File: src/rtl/seq_mult_pkg.sv
// Shared types and default sizing for the iterative multiplier with result queue.
package seq_mult_pkg;
  localparam int BYTE       = 8;
  localparam int WORD       = 4 * BYTE;
  localparam int DATA_WIDTH = WORD;
  localparam int RES_DEPTH  = 4;
  localparam int PROD_W     = 2 * DATA_WIDTH;
  localparam int CNT_W      = $clog2(DATA_WIDTH);
  localparam int OCC_W      = $clog2(RES_DEPTH + 1);

  typedef enum logic {IDLE, BUSY} state_e;
endpackage

File: src/rtl/seq_mult_queue_result_fifo.sv
// Sync FIFO whose head entry and non-empty flag are presented from registers.
module result_fifo #(
  parameter int WIDTH = 64,
  parameter int DEPTH = 4
) (
  input  logic                           clk_i,
  input  logic                           rst_ni,
  input  logic                           push_i,
  input  logic [WIDTH-1:0]               push_data_i,
  input  logic                           pop_i,
  output logic [WIDTH-1:0]               head_o,
  output logic                           valid_o,
  output logic [$clog2(DEPTH+1)-1:0]     occupancy_o
);
  localparam int PTR_W = $clog2(DEPTH);
  localparam int OCC_W = $clog2(DEPTH + 1);

  logic [DEPTH-1:0][WIDTH-1:0] mem_q;
  logic [PTR_W-1:0]            wr_ptr_q, rd_ptr_q;
  logic [OCC_W-1:0]            occ_q, occ_d;
  logic [WIDTH-1:0]            head_q, head_d;
  logic                        valid_q;

  always_comb begin
    occ_d = occ_q;
    if (push_i && !pop_i)      occ_d = occ_q + OCC_W'(1);
    else if (!push_i && pop_i) occ_d = occ_q - OCC_W'(1);

    // Head only changes when the visible entry is replaced; otherwise it holds.
    head_d = head_q;
    if (push_i && (occ_q == '0 || (pop_i && occ_q == OCC_W'(1))))
      head_d = push_data_i;
    else if (pop_i && occ_q > OCC_W'(1))
      head_d = mem_q[rd_ptr_q + PTR_W'(1)];
  end

  always_ff @(posedge clk_i or negedge rst_ni) begin
    if (!rst_ni) begin
      mem_q    <= '0;
      wr_ptr_q <= '0;
      rd_ptr_q <= '0;
      occ_q    <= '0;
      head_q   <= '0;
      valid_q  <= 1'b0;
    end else begin
      if (push_i) begin
        mem_q[wr_ptr_q] <= push_data_i;
        wr_ptr_q        <= wr_ptr_q + PTR_W'(1);
      end
      if (pop_i) rd_ptr_q <= rd_ptr_q + PTR_W'(1);
      occ_q   <= occ_d;
      head_q  <= head_d;
      valid_q <= (occ_d != '0);
    end
  end

  assign head_o      = head_q;
  assign valid_o     = valid_q;
  assign occupancy_o = occ_q;
endmodule

File: src/rtl/seq_mult_queue.sv
// Shift-add multiplier, one multiplier bit per cycle, feeding a result queue.
module seq_mult_queue
  import seq_mult_pkg::*;
#(
  parameter int DATA_WIDTH = WORD,
  parameter int RES_DEPTH  = 4,
  parameter int SIGNED_EN  = 1
) (
  input  logic                               clk_i,
  input  logic                               rst_ni,
  input  logic [DATA_WIDTH-1:0]              start_a_i,
  input  logic [DATA_WIDTH-1:0]              start_b_i,
  input  logic                               start_signed_i,
  input  logic                               start_en_i,
  output logic                               start_rdy_o,
  input  logic                               getResult_en_i,
  output logic                               getResult_rdy_ff_o,
  output logic [2*DATA_WIDTH-1:0]            getResult_data_ff_o,
  output logic [$clog2(RES_DEPTH+1)-1:0]     occupancy_o
);
  localparam int DW = DATA_WIDTH;
  localparam int PW = 2 * DATA_WIDTH;
  localparam int CW = $clog2(DATA_WIDTH);
  localparam int OW = $clog2(RES_DEPTH + 1);

  state_e          state_q;
  logic [CW-1:0]   cnt_q;
  logic [PW-1:0]   a_q, acc_q, acc_d, prod;
  logic [DW-1:0]   b_q, mag_a, mag_b;
  logic            neg_q, sgn, neg, start_fire, push, pop;

  assign start_rdy_o = (state_q == IDLE) && (occupancy_o < OW'(RES_DEPTH));
  assign start_fire  = start_en_i && start_rdy_o;
  assign pop         = getResult_en_i && getResult_rdy_ff_o;
  assign push        = (state_q == BUSY) && (cnt_q == CW'(DW - 1));

  always_comb begin
    sgn   = (SIGNED_EN != 0) && start_signed_i;
    // W-bit magnitude keeps -2^(W-1) exact as unsigned 2^(W-1).
    mag_a = (sgn && start_a_i[DW-1]) ? (~start_a_i + DW'(1)) : start_a_i;
    mag_b = (sgn && start_b_i[DW-1]) ? (~start_b_i + DW'(1)) : start_b_i;
    neg   = sgn && (start_a_i[DW-1] ^ start_b_i[DW-1]);
    acc_d = acc_q + (b_q[0] ? a_q : '0);
    prod  = neg_q ? (~acc_d + PW'(1)) : acc_d;
  end

  always_ff @(posedge clk_i or negedge rst_ni) begin
    if (!rst_ni) begin
      state_q <= IDLE;
      cnt_q   <= '0;
      a_q     <= '0;
      b_q     <= '0;
      acc_q   <= '0;
      neg_q   <= 1'b0;
    end else begin
      case (state_q)
        IDLE: if (start_fire) begin
          a_q     <= PW'(mag_a);
          b_q     <= mag_b;
          acc_q   <= '0;
          cnt_q   <= '0;
          neg_q   <= neg;
          state_q <= BUSY;
        end
        BUSY: begin
          acc_q <= acc_d;
          a_q   <= a_q << 1;
          b_q   <= b_q >> 1;
          cnt_q <= cnt_q + CW'(1);
          if (push) state_q <= IDLE;
        end
        default: state_q <= IDLE;
      endcase
    end
  end

  result_fifo #(.WIDTH(PW), .DEPTH(RES_DEPTH)) u_fifo (
    .clk_i       (clk_i),
    .rst_ni      (rst_ni),
    .push_i      (push),
    .push_data_i (prod),
    .pop_i       (pop),
    .head_o      (getResult_data_ff_o),
    .valid_o     (getResult_rdy_ff_o),
    .occupancy_o (occupancy_o)
  );
endmodule

File: config.mk
export PLATFORM = sky130hd
export DESIGN_NAME = seq_mult_queue
export DESIGN_NICKNAME = d
export VERILOG_FILES = /design/src/rtl/seq_mult_pkg.sv /design/src/rtl/seq_mult_queue_result_fifo.sv /design/src/rtl/seq_mult_queue.sv
export SDC_FILE = /design/constraint.sdc
export NUM_CORES = 1
export LEC_CHECK = 0
export BUFFER_PORTS_ARGS = -buffer_cell sky130_fd_sc_hd__buf_2
export CAP_MARGIN = 20
export CORE_UTILIZATION = 40
export CTS_CLUSTER_SIZE = 16
export DETAILED_ROUTE_END_ITERATION = 7
export PLACE_DENSITY = 0.53
export SLEW_MARGIN = 0
export SYNTH_ARGS = -nofsm -noshare
export SYNTH_HDL_FRONTEND = slang
export SYNTH_SLANG_ARGS = --single-unit
File: constraint.sdc
create_clock -name clk_i -period 7.2 [get_ports clk_i]
set_clock_uncertainty 0.1 [all_clocks]
set_input_delay 1.44 -clock clk_i [delete_from_list [all_inputs] [get_ports clk_i]]
set_output_delay 1.44 -clock clk_i [all_outputs]
set_load 0.01 [all_outputs]
==> impl_metrics.env <==
export IMPL_post_cts_setup_buffers=0
export IMPL_tot_gr_track_use_pct=23.96
export IMPL_gate_count_post_synth=3177
export IMPL_timing_hold_violations_final=0
export IMPL_fin_crit_sh_pct=85.56
export IMPL_min_path_type="register to register"
export IMPL_cts_hold_buffers_added=0
export IMPL_ys_seq_area_share_pct=43.22
export IMPL_first_global_vias=23854
export IMPL_mappedNetlistNets=3323
export IMPL_cts_resized_gates=0
export IMPL_post_synth_xor_xnor_area_pct=5.156
export IMPL_syn_to_final_growth_pct=11.52
export IMPL_placer_congestion=0.9839
export IMPL_pin_count_of_the_biggest_net_entering_global_routing=172
export IMPL_max_cap_viol_count=0
export IMPL_synthesis_area_per_instance_um2=9.020
export IMPL_synth_mux_area_fraction_pct=5.431
export IMPL_antenna_violations_before_repair=1
export IMPL_worstPathMaxFanout=26
export IMPL_synth_flop_cell="dfrtp_1"
export IMPL_hold_ws_ns=0.3744
export IMPL_cp_end_kind="register"
export IMPL_synth_compound_area_share_pct=21.18
export IMPL_fin_crit_ns=6.160
export IMPL_yosysUniqueCellTypes=97
export IMPL_cts_buffer_depth=3
export IMPL_grt_first_pass_wirelength_mm=138.2
export IMPL_ant_nets=0
export IMPL_global_route_usage_met3_pct=3.473
export IMPL_slew_violations=0
export IMPL_root_buffer_cell="clkbuf_16"
export IMPL_initial_util_pct=40.64
export IMPL_synth_top_family_by_area="compound AO/OA/AOI/OAI gates"
export IMPL_die_height_um=269.7
export IMPL_detail_route_vias_per_cell=5.730
export IMPL_routed_wirelength_mm=87.33
export IMPL_detailed_place_hpwl_mm=61.17
export IMPL_fp_coreArea_um2=70510
export IMPL_drtPass1Iterations=5
export IMPL_final_instance_count_excl_fill=4172
export IMPL_final_net_count=3331
export IMPL_synth_edf_count=0
export IMPL_critical_path_startpoint_type="register"
export IMPL_ys_ff_latch=495
export IMPL_dp_worst_setup_slack_ns=1.166
export IMPL_synth_fa_ha_area_share_pct=3.388
export IMPL_ys_top_cells_by_area="dfrtp_1 43%, nand2_1 8.2%, o21ai_0 6.8%"
export IMPL_required_ns=7.57
export IMPL_grt_setup_unrepaired="false"
export IMPL_rows=97
export IMPL_design_power_total_mw=12.48
export IMPL_post_route_cells_drive_above_1_share_pct=11.97
export IMPL_vias=23906
export IMPL_critical_path_class="register to register"
export IMPL_worst_ir_drop_vdd_mv=0.2155
export IMPL_totalNegativeSetupSlack_ns=0
export IMPL_relSlewSlack_pct=20.96
export IMPL_globalRouteMet2Util_pct=36.48
export IMPL_synth_top_cell_area_share_pct=43.22
export IMPL_setup_viol=0
export IMPL_worstMarginPinSlew_ns=1.177
export IMPL_design_die_area_um2=72720
export IMPL_grt_util_met1_pct=35.17
export IMPL_clock_tree_from_tritoncts="yes"
export IMPL_placement_io_buffers=137
export IMPL_critPathArrivalTime_ns=6.53
export IMPL_clock_sinks=495
export IMPL_grt_most_used_layer="met2"
export IMPL_synth_warning_count=0
export IMPL_run_status="finished, final reports clean"
export IMPL_p_per_area_nw_per_um2=390.4
export IMPL_yosys_area_share_simple_pct=18.20
export IMPL_synthArstFlopShare_pct=100.0
export IMPL_cts_buffers=56
export IMPL_postLayoutSetupSlackWorst_ns=1.040
export IMPL_global_route_overflow=0
export IMPL_final_routed_wire_length_divided_by_cell_count_um=20.93
export IMPL_num_io_pins=138
export IMPL_n_antenna_cell=0
export IMPL_cell_area_after_technology_mapping_um2=28660
export IMPL_worst_skew_pair_late_latency_ns=0.63
export IMPL_netlist_top_cell_by_area="dfrtp_1"
export IMPL_cts_htree_levels=2
export IMPL_maxClockFrequency_mhz=162.3
export IMPL_clkSlewWorstSetupHoldPaths_ns=0.06
export IMPL_drt_first_iter_violations=1943
export IMPL_drcViolationCount=0
export IMPL_layout_commonest_cell="nand2_1"
export IMPL_place_detailed_instances=4066
export IMPL_die_w_um=269.7
export IMPL_leakage_nw=13.98
export IMPL_mostFrequentLayoutCells="618 x nand2_1, 491 x dfrtp_1, 389 x o21ai_0"
sequential cells by signal, indices dropped and copies added (netlist names):
name and flops:
a_q 64, u_fifo.mem_q 256, u_fifo.rd_ptr_q 2, u_fifo.head_o 64, u_fifo.wr_ptr_q 2, acc_q 64
neg_q 1, u_fifo.occupancy_o 3, state_q 1, b_q 32, cnt_q 5, u_fifo.valid_o 1
final timing paths:
check | from | endpoint | slack [ns] | cells after the start
max | b_q[0]$_DFFE_PN0P_ | u_fifo.mem_q[117]$_DFFE_PN0P_ | 1.04 | 15
min | u_fifo.mem_q[6]$_DFFE_PN0P_ | u_fifo.mem_q[6]$_DFFE_PN0P_ | 0.37 | 2
max reg2reg | b_q[0]$_DFFE_PN0P_ | u_fifo.mem_q[117]$_DFFE_PN0P_ | 1.04 | 15
min reg2reg | u_fifo.mem_q[6]$_DFFE_PN0P_ | u_fifo.mem_q[6]$_DFFE_PN0P_ | 0.37 | 2
max in group asynchronous | rst_ni | a_q[48]$_DFFE_PN0P_ | 4.82 | 2
min in group asynchronous | rst_ni | u_fifo.head_o[20]$_DFFE_PN0P_ | 0.69 | 1
cell type report:
type	instances	area [um^2]
Clock buffer	86	1684
Clock inverter	19	241.5
Fill cell	6846	38560
Inverter	29	108.9
Multi-Input combinational cell	2434	15350
Sequential cell	495	12400
Tap cell	940	1176
Timing Repair Buffer	169	998.5
worst max-delay path, stage by stage (launching register included):
cell and delay, ns:
dfrtp_1 0.85, buf_4 0.27, and2_1 0.14, ha_1 0.28
a21oi_1 0.33, nand2_1 0.14, o21ai_2 0.39, a21oi_1 0.15
or2_1 0.30, xnor2_1 0.44, nor4b_1 0.64, nand4_1 0.45
or4_1 0.76, o31ai_2 0.31, xnor2_1 0.29, o21ai_1 0.15
report_power, final:
group	total [mW]	switching, mW	internal [mW]
combinational	5.45	3.60	1.84
sequential	4.07	0.629	3.44
clock	2.96	1.21	1.76
total	12.5	5.44	7.04
layer usage:
layer / share of wire [%] / vias to the layer above
met2: 44 / 624
li1: - / 11413
met5: 0.010 / -
met4: 2.9 / 2
met1: 49 / 11714
met3: 4.8 / 153
synthesized netlist by cell type, types with 8 or more instances:
cell	number
o21ai_1	63
or4_1	11
or3_1	14
a211oi_1	79
o21ai_0	389
and2_1	76
o211ai_1	13
nand2_1	623
nor4_1	16
o31ai_1	20
nand4_1	42
o221ai_1	46
and3_1	8
nor2_1	151
clkbuf_1	179
or2_2	9
buf_2	27
mux4_2	64
xnor2_1	85
xor2_1	80
nor3_1	44
buf_1	10
o41ai_1	10
nand2b_1	10
a21oi_1	169
a21o_1	39
ha_1	76
o22ai_1	12
a22oi_1	18
inv_1	28
a22o_1	18
nand3_1	34
nor2b_1	69
dfrtp_1	495
metrics by stage:
step	util (%)	area (um^2)
after floorplan	-	28660
after global placement	42.56	30010
after detailed placement	42.56	30010
after CTS	45.29	31940
after global routing	45.32	31960
final	45.32	31960
logic make-up after synthesis:
| family | count (synthesis) |
|---|---|
| AOI/OAI and AO/OA | 974 |
| buffers and inverters | 248 |
| xor gates and xnor gates | 167 |
| DFF | 495 |
| muxes | 75 |
| and+or+nand+nor | 1141 |
| adders and majority gates | 77 |
Power figures use the tool's default switching activity.
